[src/rtl/switch_box_config_loader_if.sv]
// Byte-stream configuration handshake between the fabric config controller
// and a switch box configuration loader.
interface switch_box_config_loader_if;
  logic       cfg_start;
  logic       cfg_valid;
  logic       cfg_ready;
  logic [7:0] cfg_data;

  modport master (output cfg_start, output cfg_valid, output cfg_data, input  cfg_ready);
  modport slave  (input  cfg_start, input  cfg_valid, input  cfg_data, output cfg_ready);
endinterface

[src/rtl/switch_box_config_loader.sv]
// Assembles a checksummed byte stream into a shadow register and commits the
// whole universal_switch_box configuration word in one cycle on a match.
module switch_box_config_loader #(
  parameter  int WS = 7,
  parameter  int WD = 6,
  localparam int CW = WS * 6 + WD / 2 * 6,
  localparam int NB = (CW + 7) / 8
) (
  input  logic                        clk,
  input  logic                        rst,
  switch_box_config_loader_if.slave   bus,
  output logic [CW-1:0]               c,
  output logic                        c_valid,
  output logic                        busy,
  output logic                        done,
  output logic                        err
);

  localparam int BCW = $clog2(NB + 1);
  localparam logic [BCW-1:0] LAST_IDX = BCW'(NB - 1);

  typedef enum logic [1:0] {
    S_IDLE  = 2'd0,
    S_LOAD  = 2'd1,
    S_CHECK = 2'd2
  } state_t;

  state_t            r_state;
  logic [8*NB-1:0]   r_shadow;
  logic [BCW-1:0]    r_byte_cnt;
  logic [7:0]        r_chk;
  logic              w_xfer;

  // A start pulse always wins over a byte offered in the same cycle.
  assign bus.cfg_ready = (r_state != S_IDLE) && !bus.cfg_start;
  assign w_xfer        = bus.cfg_valid && bus.cfg_ready;
  assign busy          = (r_state != S_IDLE);

  always_ff @(posedge clk or posedge rst) begin
    if (rst) begin
      r_state    <= S_IDLE;
      r_shadow   <= '0;
      r_byte_cnt <= '0;
      r_chk      <= '0;
      c          <= '0;
      c_valid    <= 1'b0;
      done       <= 1'b0;
      err        <= 1'b0;
    end else begin
      done <= 1'b0;
      if (bus.cfg_start) begin
        r_state    <= S_LOAD;
        r_shadow   <= '0;
        r_byte_cnt <= '0;
        r_chk      <= '0;
        err        <= 1'b0;
      end else begin
        case (r_state)
          S_LOAD: begin
            if (w_xfer) begin
              for (int k = 0; k < NB; k++) begin
                if (r_byte_cnt == BCW'(k)) r_shadow[8*k +: 8] <= bus.cfg_data;
              end
              r_chk      <= r_chk ^ bus.cfg_data;
              r_byte_cnt <= r_byte_cnt + 1'b1;
              if (r_byte_cnt == LAST_IDX) r_state <= S_CHECK;
            end
          end
          S_CHECK: begin
            if (w_xfer) begin
              if (bus.cfg_data == r_chk) begin
                c       <= r_shadow[CW-1:0];
                c_valid <= 1'b1;
              end else begin
                err <= 1'b1;
              end
              done    <= 1'b1;
              r_state <= S_IDLE;
            end
          end
          default: r_state <= S_IDLE;
        endcase
      end
    end
  end

endmodule
[src/flat_wrapper.sv]
// flat-port wrapper written by rule: the top's interface ports become plain ports
module switch_box_config_loader_flat 
#(
  parameter  int WS = 7,
  parameter  int WD = 6,
  localparam int CW = WS * 6 + WD / 2 * 6,
  localparam int NB = (CW + 7) / 8
)
  (clk, rst, c, c_valid, busy, done, err, bus_cfg_start, bus_cfg_valid, bus_cfg_data, bus_cfg_ready);
  switch_box_config_loader_if bus_i ();
  input  logic clk;
  input  logic rst;
  output logic [CW-1:0] c;
  output logic c_valid;
  output logic busy;
  output logic done;
  output logic err;
  input wire logic [$bits(bus_i.cfg_start)-1:0] bus_cfg_start;
  input wire logic [$bits(bus_i.cfg_valid)-1:0] bus_cfg_valid;
  input wire logic [$bits(bus_i.cfg_data)-1:0] bus_cfg_data;
  output wire logic [$bits(bus_i.cfg_ready)-1:0] bus_cfg_ready;
  assign bus_i.cfg_start = bus_cfg_start;
  assign bus_i.cfg_valid = bus_cfg_valid;
  assign bus_i.cfg_data = bus_cfg_data;
  assign bus_cfg_ready = bus_i.cfg_ready;
  switch_box_config_loader #(.WS(WS), .WD(WD)) u_core (.clk(clk), .rst(rst), .bus(bus_i), .c(c), .c_valid(c_valid), .busy(busy), .done(done), .err(err));
endmodule
[config.mk]
export PLATFORM = sky130hd
export DESIGN_NAME = switch_box_config_loader_flat
export DESIGN_NICKNAME = d
export VERILOG_FILES = /design/src/rtl/switch_box_config_loader_if.sv /design/src/rtl/switch_box_config_loader.sv /design/src/flat_wrapper.sv
export SDC_FILE = /design/constraint.sdc
export NUM_CORES = 1
export LEC_CHECK = 0
export CORE_MARGIN = 1
export CORE_UTILIZATION = 29
export DETAILED_ROUTE_END_ITERATION = 7
export GPL_ROUTABILITY_DRIVEN = 1
export PLACE_DENSITY = 0.49
export SYNTH_ARGS = -nofsm -noshare
export SYNTH_HDL_FRONTEND = slang
export SYNTH_SLANG_ARGS = --single-unit
export TNS_END_PERCENT = 10
[constraint.sdc]
create_clock -name clk -period 11.8 [get_ports clk]
set_input_delay 1.77 -clock clk [delete_from_list [all_inputs] [get_ports clk]]
set_output_delay 1.77 -clock clk [all_outputs]
set_load 0.02 [all_outputs]
* Word level (Yosys, flattened, before mapping)
Index checks and enable logic that the tools add are counted.
** Operators by class
- Order comparisons :: 0
- Eq/ne operators :: 14
- Bitwise operators :: 2
- Reductions and logical operators :: 28
- $mul :: 0
- Add/subtract/negate cells :: 1
- Muxes and demuxes :: 29
- Shift-type cells :: 0
- Div/mod/pow operators :: 0
** Operators by type and width (count)
- $mux 60 :: 3
- $mux 8 :: 10
- $reduce_and 3->1 :: 10
- $reduce_bool 2->1 :: 12
- $eq 4x3->1 const B :: 4
- $mux 4 :: 4
- $ne 3x2->1 const B :: 3
- $eq 4x2->1 const B :: 2
- $eq 8x8->1 :: 1
- $mux 2 :: 4
- $xor 8x8->8 :: 1
- $mux 1 :: 7
- $add 4x1->4 const B :: 1
- $eq 4x1->1 const B :: 1
- $logic_not 4->1 :: 1
- $pmux 2 s2 :: 1
- $reduce_and 4->1 :: 1
- $eq 2x1->1 const B :: 1
- $eq 2x2->1 const B :: 1
- $logic_and 1x1->1 :: 2
- $ne 2x2->1 const B :: 1
- $reduce_and 2->1 :: 1
- $logic_not 1->1 :: 1
- $not 1->1 :: 1
** Storage, ports and cells
- Memories kept :: 0
- Output and inout bits :: 65
- Bits in writable memories :: 0
- Input bits :: 12
- Memory bits (read-only) :: 0
- Bits in latches :: 0
- Bits in registers :: 137

* Depth between registers and ports, before layout
- Word-level depth :: 6
- Mapped depth :: 6

* Worst setup path after synthesis
No wires, ideal clock.
- Path type :: input to output
- Start :: in bus_cfg_start
- End :: out bus_cfg_ready
- Buffers on the path :: 2
- Setup slack :: 7.560 ns
- Stages on the path :: 3
- Required time :: 10.030 ns
- Data arrival time :: 2.470 ns
- Cell sequence :: clkbuf_1 > clkbuf_1 > nor2b_1
** Between the ends
- Word-level cells in the longest chain between the ends :: 2
** RTL lines
- from (decl) :: RTL line flat_wrapper.sv:18 : input wire logic [$bits(bus_i.cfg_start)-1:0] bus_cfg_start;
- $logic_not 1->1 :: RTL line switch_box_config_loader.sv:35 : assign bus.cfg_ready = (r_state != S_IDLE) && !bus.cfg_start;
- $logic_and 1x1->1 :: RTL line switch_box_config_loader.sv:35
- to (decl) :: RTL line flat_wrapper.sv:21 : output wire logic [$bits(bus_i.cfg_ready)-1:0] bus_cfg_ready;
No other way between the ends.

* Final worst setup path
Ends and elaborated chain as after synthesis.

==> results.md <==
* Status: complete, no violations
* Largest net degree at the start of global routing at 87
* Die width at 145 um
* Core footprint at 0.0197 mm2
* Worst EP arrival at 3.24 ns
* Dominant cell type by area after synthesis: dfrtp_1
* Slew Limit Fails at 0
* RSZ-0062 raised after global routing: no
* Nets@finish at 506
* Adder-cell share of the synthesized area at 0.849%
* Root buf cell: clkbuf_16
* Worst slew pin tran at 1.03 ns
* Area grow syn2layout at 27.5%
* CTS hold repair buffers at 0
* Grt ovf at 0
* GRT met2 Usage at 20.2%
* Simple-gate share of the synthesized area at 8.20%
* #FFs+latches synth at 137
* Crit path cell chain: buf_2 > buf_4 > nor2b_1 > clkdlybuf4s50_1
* Xor/xnor share of the synthesized area at 3.08%
* PD cells at 154 mW/mm2
* Yosys cell types at 34
* DRT Pass-1 Iters at 4
* Row cnt at 51
* Max Root-Sink Buffers at 2
* Buffers on Ports at 76
* Final WL at 12,600 um
* Mux contribution to synthesized area at 25.4%
* WL per Instance at 16.4 um
* Post-Synthesis Cells at 422
* Die footprint at 0.0209 mm2
* Worst hold slack at 0.480 ns
* Total CTS buffers at 17
* WP buf/inv at 3
* CTS resizes at 0
* Vias at 3,318
* Detailed placement HPWL at 7730 um
* Fmax at 199 MHz
* Die height at 145 um
* Setup TNS at 0 ns
* Pleak at 0.00398 uW
* Num ports at 77
* Crit start category: input port
* Detail Route Antenna Nets at 0
* Crit share post-route at 42.5%
* Synth Area in Compound Gates at 0.764%
* Antenna diode count at 0
* Vias per cell at 4.32
* Worst slew margin at 30.3%
* Max-cap violation count at 0
* HP Class: reg -> reg
* Syn Std Cell Area at 0.00589 mm2
* Final Hold Vio Count at 0
* Crit Path Class: in -> out
* Peak VDD IR at 75.3 uV
* Largest cells by area after synthesis: dfrtp_1 58%, mux2_4 15%, mux2i_1 10%, nor2_1 4.7%, xor2_1 2.4%
* Sequential area share after synthesis at 58.2%
* Clock sink count at 137
* Starting Density at 29.9%
* Synth Warn # at 0
* Worst Path Required at 10.03 ns
* Clock-pin slew on the worst setup and hold paths at 0.05 ns
* GRT Overall Usage at 13.4%
* Proportion of layout cells with a drive suffix above 1 at 21.3%
* Global placer's final weighted congestion at 0.729
* Drt drc at 0
* Critical path's top delay family: buffers and inverters
* H-tree depth at 4
* Post-synth top area share at 58.2%
* CP endpoint kind: primary output
* Mapped Avg Cell Area at 14.0 um2
* Synth Net Count at 438
* Vias in the first global route at 3,618
* Worst-path maximum fanout at 78
* CP max stage delay at 0.67 ns
* Met3 Track Usage GR at 3.81%
* Number of DRC markers in iteration 0 at 104
* Post-CTS Setup Bufs at 0
* CTS tree: yes
* Tmin final at 5.01 ns
* Slowest-stage cell, CP: buf_4
* Main combinational cell family by area after synthesis: multiplexers
* Global-route wire length before repair at 20,300 um
* Clock Skews at 0.00759 ns
* Setup violators final at 0
* Met1 usage at 17.7%
* Clock insertion delay at the later pin of the skew report at 0.42 ns
* Global route hottest layer: met2
* Initial antenna violation count at 0
==> path summary, 6_finish.rpt <==
path / depth (start not counted) / endpoint / from / slack (ns)
max in group asynchronous: 3 / u_core.r_shadow[24]$_DFFE_PP0P_ / rst / 8.72
setup / recovery: 4 / bus_cfg_ready / bus_cfg_start / 6.79
hold / removal: 1 / u_core.c_valid$_DFFE_PP0P_ / u_core.c_valid$_DFFE_PP0P_ / 0.48
min in group asynchronous: 2 / u_core.c_valid$_DFFE_PP0P_ / rst / 1.88
hold reg to reg: 1 / u_core.c_valid$_DFFE_PP0P_ / u_core.c_valid$_DFFE_PP0P_ / 0.48
setup reg to reg: 5 / u_core.c[37]$_DFFE_PP0P_ / u_core.r_chk[7]$_DFFE_PP0P_ / 9.23
==> worst register-to-register path: stages (launching register included) <==
cell and delay, ns:
dfrtp_1 0.41, xor2_2 0.19, nor4_2 0.44, nand3_4 0.47, buf_4 0.54, mux2_4 0.41
==> flip-flops by register name, summed over array words and instances, names as in the netlist <==
signal,count
u_core.err,1
u_core.r_chk,8
u_core.c,60
u_core.c_valid,1
u_core.r_byte_cnt,4
u_core.done,1
u_core.r_shadow,60
u_core.r_state,2
==> where the power goes <==
part           total [uW]  internal, uW  switching [uW]
registers             483           478            5.79
clock network         617           419             198
logic                53.5          17.6            35.9
total                1150           914             240
==> cell usage after synthesis <==
cell      number
xor2_1        16
inv_1          4
buf_4          1
ha_1           4
buf_6          9
nor4_2         2
xnor2_1        1
nand3_1        4
nor3b_1        1
nor2_1        73
and3b_1        1
nor2b_1        1
nand3_4        1
mux2_4        59
mux2i_1       60
o21ai_2        1
nor4bb_1       1
nand4b_1       1
nor4b_4        1
a21boi_0       1
xor2_2         2
nand3b_1       3
dfrtp_1      137
nand2_1        9
a31o_2         1
o21ba_2        1
nand2b_1       1
a21oi_1        2
nand4_1        1
buf_2          6
or2_2          1
or3_1          1
clkbuf_1      14
mux2_2         1
==> final cells by class <==
cell class	count	area, um2
fill	1848	12200
clock buffer	21	480
inverter	4	20.0
timing repair buffer	79	778
tap	265	332
clock inverter	11	215
sequential	137	3430
multi-input combinational	251	2260
==> routing by layer <==
layer,vias to the layer above,wire [um]
met5,-,0
met4,0,210
met3,14,521
met2,67,5760
met1,1679,6120
li1,1558,-
==> placed cells by master (no fill, tap or decap) <==
master	instances
a21boi_0	1
a21oi_1	2
a31o_2	1
and3b_1	1
buf_2	1
buf_4	3
bufinv_16	6
clkbuf_16	17
clkbuf_8	4
clkdlybuf4s50_1	75
clkinv_2	2
clkinv_4	2
clkinvlp_4	1
dfrtp_1	137
ha_1	4
inv_1	3
inv_6	1
mux2_2	1
mux2_4	59
mux2i_1	60
nand2_1	9
nand2b_1	1
nand3_1	4
nand3_4	1
nand3b_1	3
nand4_1	1
nand4b_1	1
nor2_1	73
nor2b_1	1
nor3b_1	1
nor4_2	2
nor4b_4	1
nor4bb_1	1
o21ai_2	1
o21ba_2	1
or2_2	1
or3_1	1
xnor2_1	1
xor2_1	16
xor2_2	2
==> through the flow <==
step | instances | utilization [%] | setup slack [ns] | cell area [um2] | power [uW]
after floorplan | 422 | - | 6.36 | 5890 | 530
after global placement | 736 | 34.6 | 6.78 | 6820 | 545
after detailed placement | 736 | 34.6 | 6.77 | 6820 | 547
after CTS | 768 | 38.1 | 6.77 | 7510 | 1170
after global routing | 768 | 38.1 | 6.68 | 7510 | 1190
final | 768 | 38.1 | 6.79 | 7510 | 1150
==> cell families (layout without fill, tap and decap cells) <==
logic type	count (synthesis)	after routing
buffers and inverters	34	115
AO/OA/AOI/OAI	6	6
adder cells (fa/ha/maj)	4	4
flip-flops	137	137
multiplexers	120	120
AND/OR/NAND/NOR	102	102
XOR/XNOR	19	19
Note: power is estimated with default switching activity, not from simulation.
